**src/rtl/mul_seq_16bit.sv**
```systemverilog
// mul_seq_16bit: iterative 16x16 -> 32 unsigned radix-2 shift-add multiplier.
// start/busy/done handshake; one 17-bit add per cycle over 16 RUN cycles.
// Optional build macro MUL_EARLY_TERM_EN: ends RUN as soon as the unconsumed
// multiplier bits are all zero, realigning the partial product on exit.
module mul_seq_16bit (
  input  logic        clk,
  input  logic        rst,
  input  logic        start,
  input  logic [15:0] a,
  input  logic [15:0] b,
  output logic        busy,
  output logic        done,
  output logic [31:0] product
);

  typedef enum logic [1:0] {
    S_IDLE = 2'd0,
    S_RUN  = 2'd1,
    S_DONE = 2'd2
  } state_t;

  state_t      r_state;
  state_t      w_next;

  logic [15:0] r_mcand;
  logic [15:0] r_hi;
  logic [15:0] r_lo;
  logic [4:0]  r_cnt;

  logic [16:0] w_sum;
  logic [16:0] w_add;
  logic [15:0] w_hi_n;
  logic [15:0] w_lo_n;
  logic [4:0]  w_cnt_n;
  logic        w_last;
  logic        w_finish;
  logic        w_accept;

`ifdef MUL_EARLY_TERM_EN
  logic [15:0] w_rem_mask;
  logic        w_early;
  logic [31:0] w_align;
`endif

  // One shift-add step: conditional add of the multiplicand, carry kept,
  // then the 33-bit {c,s,lo} is shifted right by one into {hi,lo}.
  always_comb begin
    w_sum   = {1'b0, r_hi} + {1'b0, r_mcand};
    w_add   = r_lo[0] ? w_sum : {1'b0, r_hi};
    w_hi_n  = w_add[16:1];
    w_lo_n  = {w_add[0], r_lo[15:1]};
    w_cnt_n = r_cnt + 5'd1;
    w_last  = (w_cnt_n == 5'd16);
  end

`ifdef MUL_EARLY_TERM_EN
  // After cnt steps, {hi,lo} = (partial product << (16-cnt)) | (b >> cnt);
  // once the remaining multiplier bits are zero the shifted-down value is final.
  always_comb begin
    w_rem_mask = 16'hFFFF >> r_cnt;
    w_early    = ((r_lo & w_rem_mask) == '0);
    w_align    = {r_hi, r_lo} >> (5'd16 - r_cnt);
    w_finish   = w_last | w_early;
  end
`else
  // Fixed 16-step run: finish only on the last iteration.
  always_comb begin
    w_finish = w_last;
  end
`endif

  // New operation accepted whenever not running and start is asserted.
  always_comb begin
    w_accept = (r_state != S_RUN) && start;
  end

  // State register with synchronous reset.
  always_ff @(posedge clk) begin
    if (rst) r_state <= S_IDLE;
    else     r_state <= w_next;
  end

  // Next-state logic.
  always_comb begin
    w_next = r_state;
    unique case (r_state)
      S_IDLE:  if (start) w_next = S_RUN;
      S_RUN:   if (w_finish) w_next = S_DONE;
      S_DONE:  w_next = start ? S_RUN : S_IDLE;
      default: w_next = S_IDLE;
    endcase
  end

  // Handshake outputs decoded from state.
  always_comb begin
    busy = (r_state == S_RUN);
    done = (r_state == S_DONE);
  end

  // Datapath: operand latch on accept, iteration in RUN, product load on exit.
  always_ff @(posedge clk) begin
    if (rst) begin
      r_mcand <= '0;
      r_hi    <= '0;
      r_lo    <= '0;
      r_cnt   <= '0;
      product <= '0;
    end else if (w_accept) begin
      r_mcand <= a;
      r_hi    <= '0;
      r_lo    <= b;
      r_cnt   <= '0;
    end else if (r_state == S_RUN) begin
`ifdef MUL_EARLY_TERM_EN
      if (w_early) begin
        product <= w_align;
      end else begin
        r_hi  <= w_hi_n;
        r_lo  <= w_lo_n;
        r_cnt <= w_cnt_n;
        if (w_last) product <= {w_hi_n, w_lo_n};
      end
`else
      r_hi  <= w_hi_n;
      r_lo  <= w_lo_n;
      r_cnt <= w_cnt_n;
      if (w_last) product <= {w_hi_n, w_lo_n};
`endif
    end
  end

endmodule

```
**config.mk**
```make
export PLATFORM = sky130hd
export DESIGN_NAME = mul_seq_16bit
export DESIGN_NICKNAME = d
export VERILOG_FILES = /design/src/rtl/mul_seq_16bit.sv
export SDC_FILE = /design/constraint.sdc
export NUM_CORES = 1
export LEC_CHECK = 0
export CORE_AREA = 5 5 164 103
export DETAILED_ROUTE_END_ITERATION = 8
export DIE_AREA = 0 0 169 108
export GPL_ROUTABILITY_DRIVEN = 0
export SYNTH_ARGS = -nofsm -noshare
export SYNTH_HDL_FRONTEND = slang
export SYNTH_SLANG_ARGS = --single-unit
```
**constraint.sdc**
```tcl
create_clock -name clk -period 3.2 [get_ports clk]
set_input_delay 0.64 -clock clk [delete_from_list [all_inputs] [get_ports clk]]
set_output_delay 0.64 -clock clk [all_outputs]
set_load 0.05 [all_outputs]
```
# Word level (Yosys, flattened, before mapping)
# Index checks and enable logic that the tools add are counted.
# Widths: inputs -> output; s select.
dict set report word_totals {
  out_inout_bits 34
  register_bits 87
  in_bits 35
  wordCells 28
}
dict set report op_classes {
  addsub 2
  n_bitwise 1
  eq_ne 6
  muxes 7
  n_reduce_logical 6
}
# cell n
set op_table {}
lappend op_table {{$mux 16} 2}
lappend op_table {{$add 16x16->17} 1}
lappend op_table {{$mux 17} 1}
lappend op_table {{$pmux 2 s3} 1}
lappend op_table {{$add 5x1->5 const B} 1}
lappend op_table {{$eq 5x5->1 const B} 1}
lappend op_table {{$mux 2} 2}
lappend op_table {{$ne 2x1->1 const B} 2}
lappend op_table {{$reduce_and 3->1} 1}
lappend op_table {{$eq 2x1->1 const B} 1}
lappend op_table {{$eq 2x2->1 const B} 1}
lappend op_table {{$logic_not 2->1} 1}
lappend op_table {{$ne 2x2->1 const B} 1}
lappend op_table {{$reduce_and 2->1} 1}
lappend op_table {{$reduce_bool 2->1} 1}
lappend op_table {{$reduce_or 2->1} 1}
lappend op_table {{$logic_and 1x1->1} 1}
lappend op_table {{$mux 1} 1}
lappend op_table {{$not 1->1} 1}

# Longest topological paths before layout
dict set report logic_depth {
  ltp_word 4
  ltp_mapped 9
  mapped_depth_nobuf 8
}

# Worst setup path after synthesis
# Ideal clock, no wire load.
dict set report synth_timing {
  kind {flip-flop to flip-flop}
  startpoint {register r_mcand[0]}
  endpoint {register product[27]}
  setup_slack_ns 0.748
  stages_incl_launch_ff 9
  required_time_ns 3.109
  arrival_ns 2.362
  n_path_buf 0
  cell_sequence {dfxtp_1 ha_1 fa_1 a21o_1 a311oi_2 nor3_1 a211oi_1 mux2_2 a311oi_1}
}
dict set report synth_between {
  elab_chain_cells 2
}
# item line
set synth_lines {}
lappend synth_lines {{start: declaration} 25} ;# logic [15:0] r_mcand;
lappend synth_lines {{start signal: assignment} 103} ;# r_mcand <= '0;
lappend synth_lines {{start signal: assignment} 109} ;# r_mcand <= a;
lappend synth_lines {{$add 16x16->17} 48} ;# w_sum = {1'b0, r_hi} + {1'b0, r_mcand};
lappend synth_lines {{$mux 17} 49} ;# w_add = r_lo[0] ? w_sum : {1'b0, r_hi};
lappend synth_lines {{end signal: assignment} 127} ;# if (w_last) product <= {w_hi_n, w_lo_n};
lappend synth_lines {{end: declaration} 13} ;# output logic [31:0] product
# No other way between the ends.
# A chain may end at the register's enable or synchronous reset.

# Final worst setup path
# Ends and elaborated chain as after synthesis.

==> flow_summary.ini <==
[finish]
syn_to_final_growth_pct = 27.6
final_area_um2 = 5330
drive_gt1_share_pct = 6.65
diodes = 0
nNetsFinal = 605

[timing]
fin_tns_setup_ns = 0
worst_slew_pin_slew_ns = 0.805
rsz0062_at_grt = no
relSlewSlack_pct = 46.2
fin_hold_ws_ns = 0.455
period_share_pct = 89.1
setup_viol = 0
period_minus_slack_ns = 2.85
finalHoldViolCount = 0
fmax_mhz = 351
slew_violations = 0
skew_ns = 0.00784

[outcome]
status = finished, final reports clean

[floorplanning]
die_area_um2 = 18300
initial_utilization_pct = 27.6
rows = 35
pin_count = 69
core_um2 = 15100
fp.dieH_um = 108
die_w_um = 169

[worst_setup_path]
setup.worst_path.start = r_mcand[0]
ff2ff_setup_slack_ns = 0.35
worstSetupPathType = reg -> reg
critical_path.max_fanout = 4
reg2regPathDepth = 8
cp-endpoint = product[27]
cp.arrival_ns = 3.10
r2r_start = r_mcand[0]
critPathLaunchType = flop
r2r-end = product[27]
end_kind = flop
cp_data_required_time_ns = 3.45

[yosys]
synth_seq_cells = 87
netlist_instances = 493
yosysWarnings = 0
synth_mux_area_share_pct = 6.77
synthesis.nets = 547
syn-cell-area_um2 = 4170
ys_seq_area_share_pct = 41.7
synth_top_family_by_area = compound AO/OA/AOI/OAI gates
synth_compound_area_share_pct = 21.8
synth.distinct_cells = 48
syn_avg_cell_area_um2 = 8.47
ys_async_sr_fraction_pct = 0
synthAdderAreaFrac_pct = 5.88
synthSimpleGateAreaFrac_pct = 17.3
synth_edf_count = 0
synthXorXnorAreaFrac_pct = 2.94
synth_flop_cell = dfxtp_1

[placement]
post_dp_cell_area_um2 = 5050
io_buffers = 68
place_hpwl_um = 8500

[cts]
cts_buffers = 9
clock_path_buffers = 2
cts_tree = yes
cts-root-buf = clkbuf_16
holdBufCountCts = 0
cts.clk_slew.worst_paths_ns = 0.07
cts_setup_buffers = 0
cts_resized = 0
clock-sinks = 87
htreeDepth = 3
worstSkewPairLatency_ns = 0.34

[routing]
dr.first_iter.drc_count = 255
routed_wl_um = 11600
ant_nets = 0
routed_via_density = 4.90
drt-wirelength-per-cell_um = 15.3
drc = 0
via_count = 3717
drt_pass1_iterations = 4

[grt]
grt_pass1_wl_um = 19400
grt_pass1_vias = 3844
grt_use_total_pct = 13.1
overflow = 0
antenna_found_initial = 0
grt_start_max_net_pins = 48

[power_and_ir_drop]
power.density_nw_per_um2 = 462
p_leak_nw = 1.99
peakVddDrop_mv = 0.274

[flow_run]
cap_violations = 0

[hold_path]
hp-class = reg -> reg
==> routing by layer <==
| layer | track usage (%) | wire [um] | up-vias |
|---|---|---|---|
| met4 | 3.39 | 144 | 0 |
| met3 | 3.87 | 489 | 20 |
| met5 | 0 | 0 | - |
| met2 | 20.3 | 5020 | 76 |
| met1 | 17.9 | 5930 | 1755 |
| li1 | - | - | 1866 |
==> kinds of logic (layout without fill, tap and decap cells) <==
logic type               after synthesis  in the layout
AO/OA/AOI/OAI                        138            138
XOR/XNOR                              14             14
adder cells (fa/ha/maj)               19             19
flip-flops                            87             87
multiplexers                          28             28
buffers and inverters                 37            100
AND/OR/NAND/NOR                      170            170
==> worst min-delay path by stage <==
stage	startpoint	endpoint	slack, ns	cells past startpoint
2_1_floorplan	r_mcand[0]	r_mcand[0]	0.44	2
3_3_place_gp	product[1]	product[1]	0.45	2
3_5_place_dp	product[12]	product[12]	0.45	2
4_1_cts	product[12]	product[12]	0.46	2
5_1_grt	product[8]	product[8]	0.47	2
6_report	product[10]	product[10]	0.46	2
==> flip-flops by register name (all words and copies together), names as in the netlist <==
| register | count |
|---|---|
| r_hi | 16 |
| r_cnt | 5 |
| r_state | 2 |
| r_mcand | 16 |
| product | 32 |
| r_lo | 16 |
==> cells in the final DEF, fill, tap and decap left out, types with 2 or more instances in the layout <==
| master | count |
|---|---|
| nor3_1 | 7 |
| a311oi_2 | 2 |
| clkinvlp_4 | 4 |
| nand3_1 | 4 |
| nand2_1 | 80 |
| nand3b_1 | 2 |
| clkdlybuf4s50_1 | 66 |
| nand2b_1 | 5 |
| a21o_1 | 10 |
| a311oi_1 | 4 |
| nor2b_1 | 8 |
| and2_1 | 3 |
| inv_1 | 5 |
| ha_1 | 18 |
| and3_1 | 2 |
| o21ai_0 | 13 |
| dfxtp_1 | 87 |
| xnor2_1 | 13 |
| a21oi_1 | 47 |
| mux2i_1 | 26 |
| clkbuf_16 | 9 |
| buf_4 | 11 |
| clkinv_2 | 2 |
| a31oi_1 | 6 |
| mux2_2 | 2 |
| o211ai_1 | 4 |
| a211oi_1 | 38 |
| or3_1 | 2 |
| nor2_1 | 53 |
==> cells in the mapped netlist, types with 2 or more instances <==
library cell	instances	area share, %
inv_1	5	0.45
nand2_1	80	7.2
nor2_1	53	4.8
dfxtp_1	87	42
clkbuf_1	17	1.5
a311oi_1	4	0.84
and2_1	3	0.45
and3_1	2	0.30
a311oi_2	2	0.72
o211ai_1	4	0.72
a31oi_1	6	0.90
nor3_1	7	0.84
a21oi_1	47	5.6
nand3b_1	2	0.36
ha_1	18	5.4
or3_1	2	0.30
o21ai_0	13	1.6
nand3_1	4	0.48
buf_1	5	0.45
buf_2	9	1.1
mux2i_1	26	6.2
xnor2_1	13	2.7
nand2b_1	5	0.75
mux2_2	2	0.54
a211oi_1	38	6.8
nor2b_1	8	1.2
a21o_1	10	1.8
==> power breakdown <==
| group | leakage, nW | total (mW) | switching (mW) | internal (mW) |
|---|---|---|---|---|
| combinational | 1.16 | 0.321 | 0.183 | 0.138 |
| clock | 0.124 | 0.974 | 0.448 | 0.526 |
| sequential | 0.709 | 1.17 | 0.0377 | 1.13 |
==> critical path, stage by stage (launching register included) <==
cell      delay, ns
dfxtp_1        0.32
ha_1           0.24
fa_1           0.44
a21o_1         0.26
a311oi_2       0.40
nor3_1         0.10
a211oi_1       0.35
mux2_2         0.40
a311oi_1       0.25
==> metrics by stage <==
stage                     setup slack, ns  total power, mW  cells  util [%]
after floorplan                     0.748             1.39    493         -
after global placement              0.536             1.50    743      33.4
after detailed placement            0.406             1.51    743      33.4
after CTS                           0.382             2.49    759      35.3
after global routing                0.185             2.57    759      35.3
final                               0.349             2.46    759      35.3
==> final cells by class <==
type                       instances  area [um2]
tap                              203         254
timing repair buffer              78         748
sequential                        87        1740
multi-input combinational        369        2290
inverter                           6        22.5
clock buffer                       9         225
clock inverter                     7        48.8
fill                            1571        9780
Power figures use the tool's default switching activity.
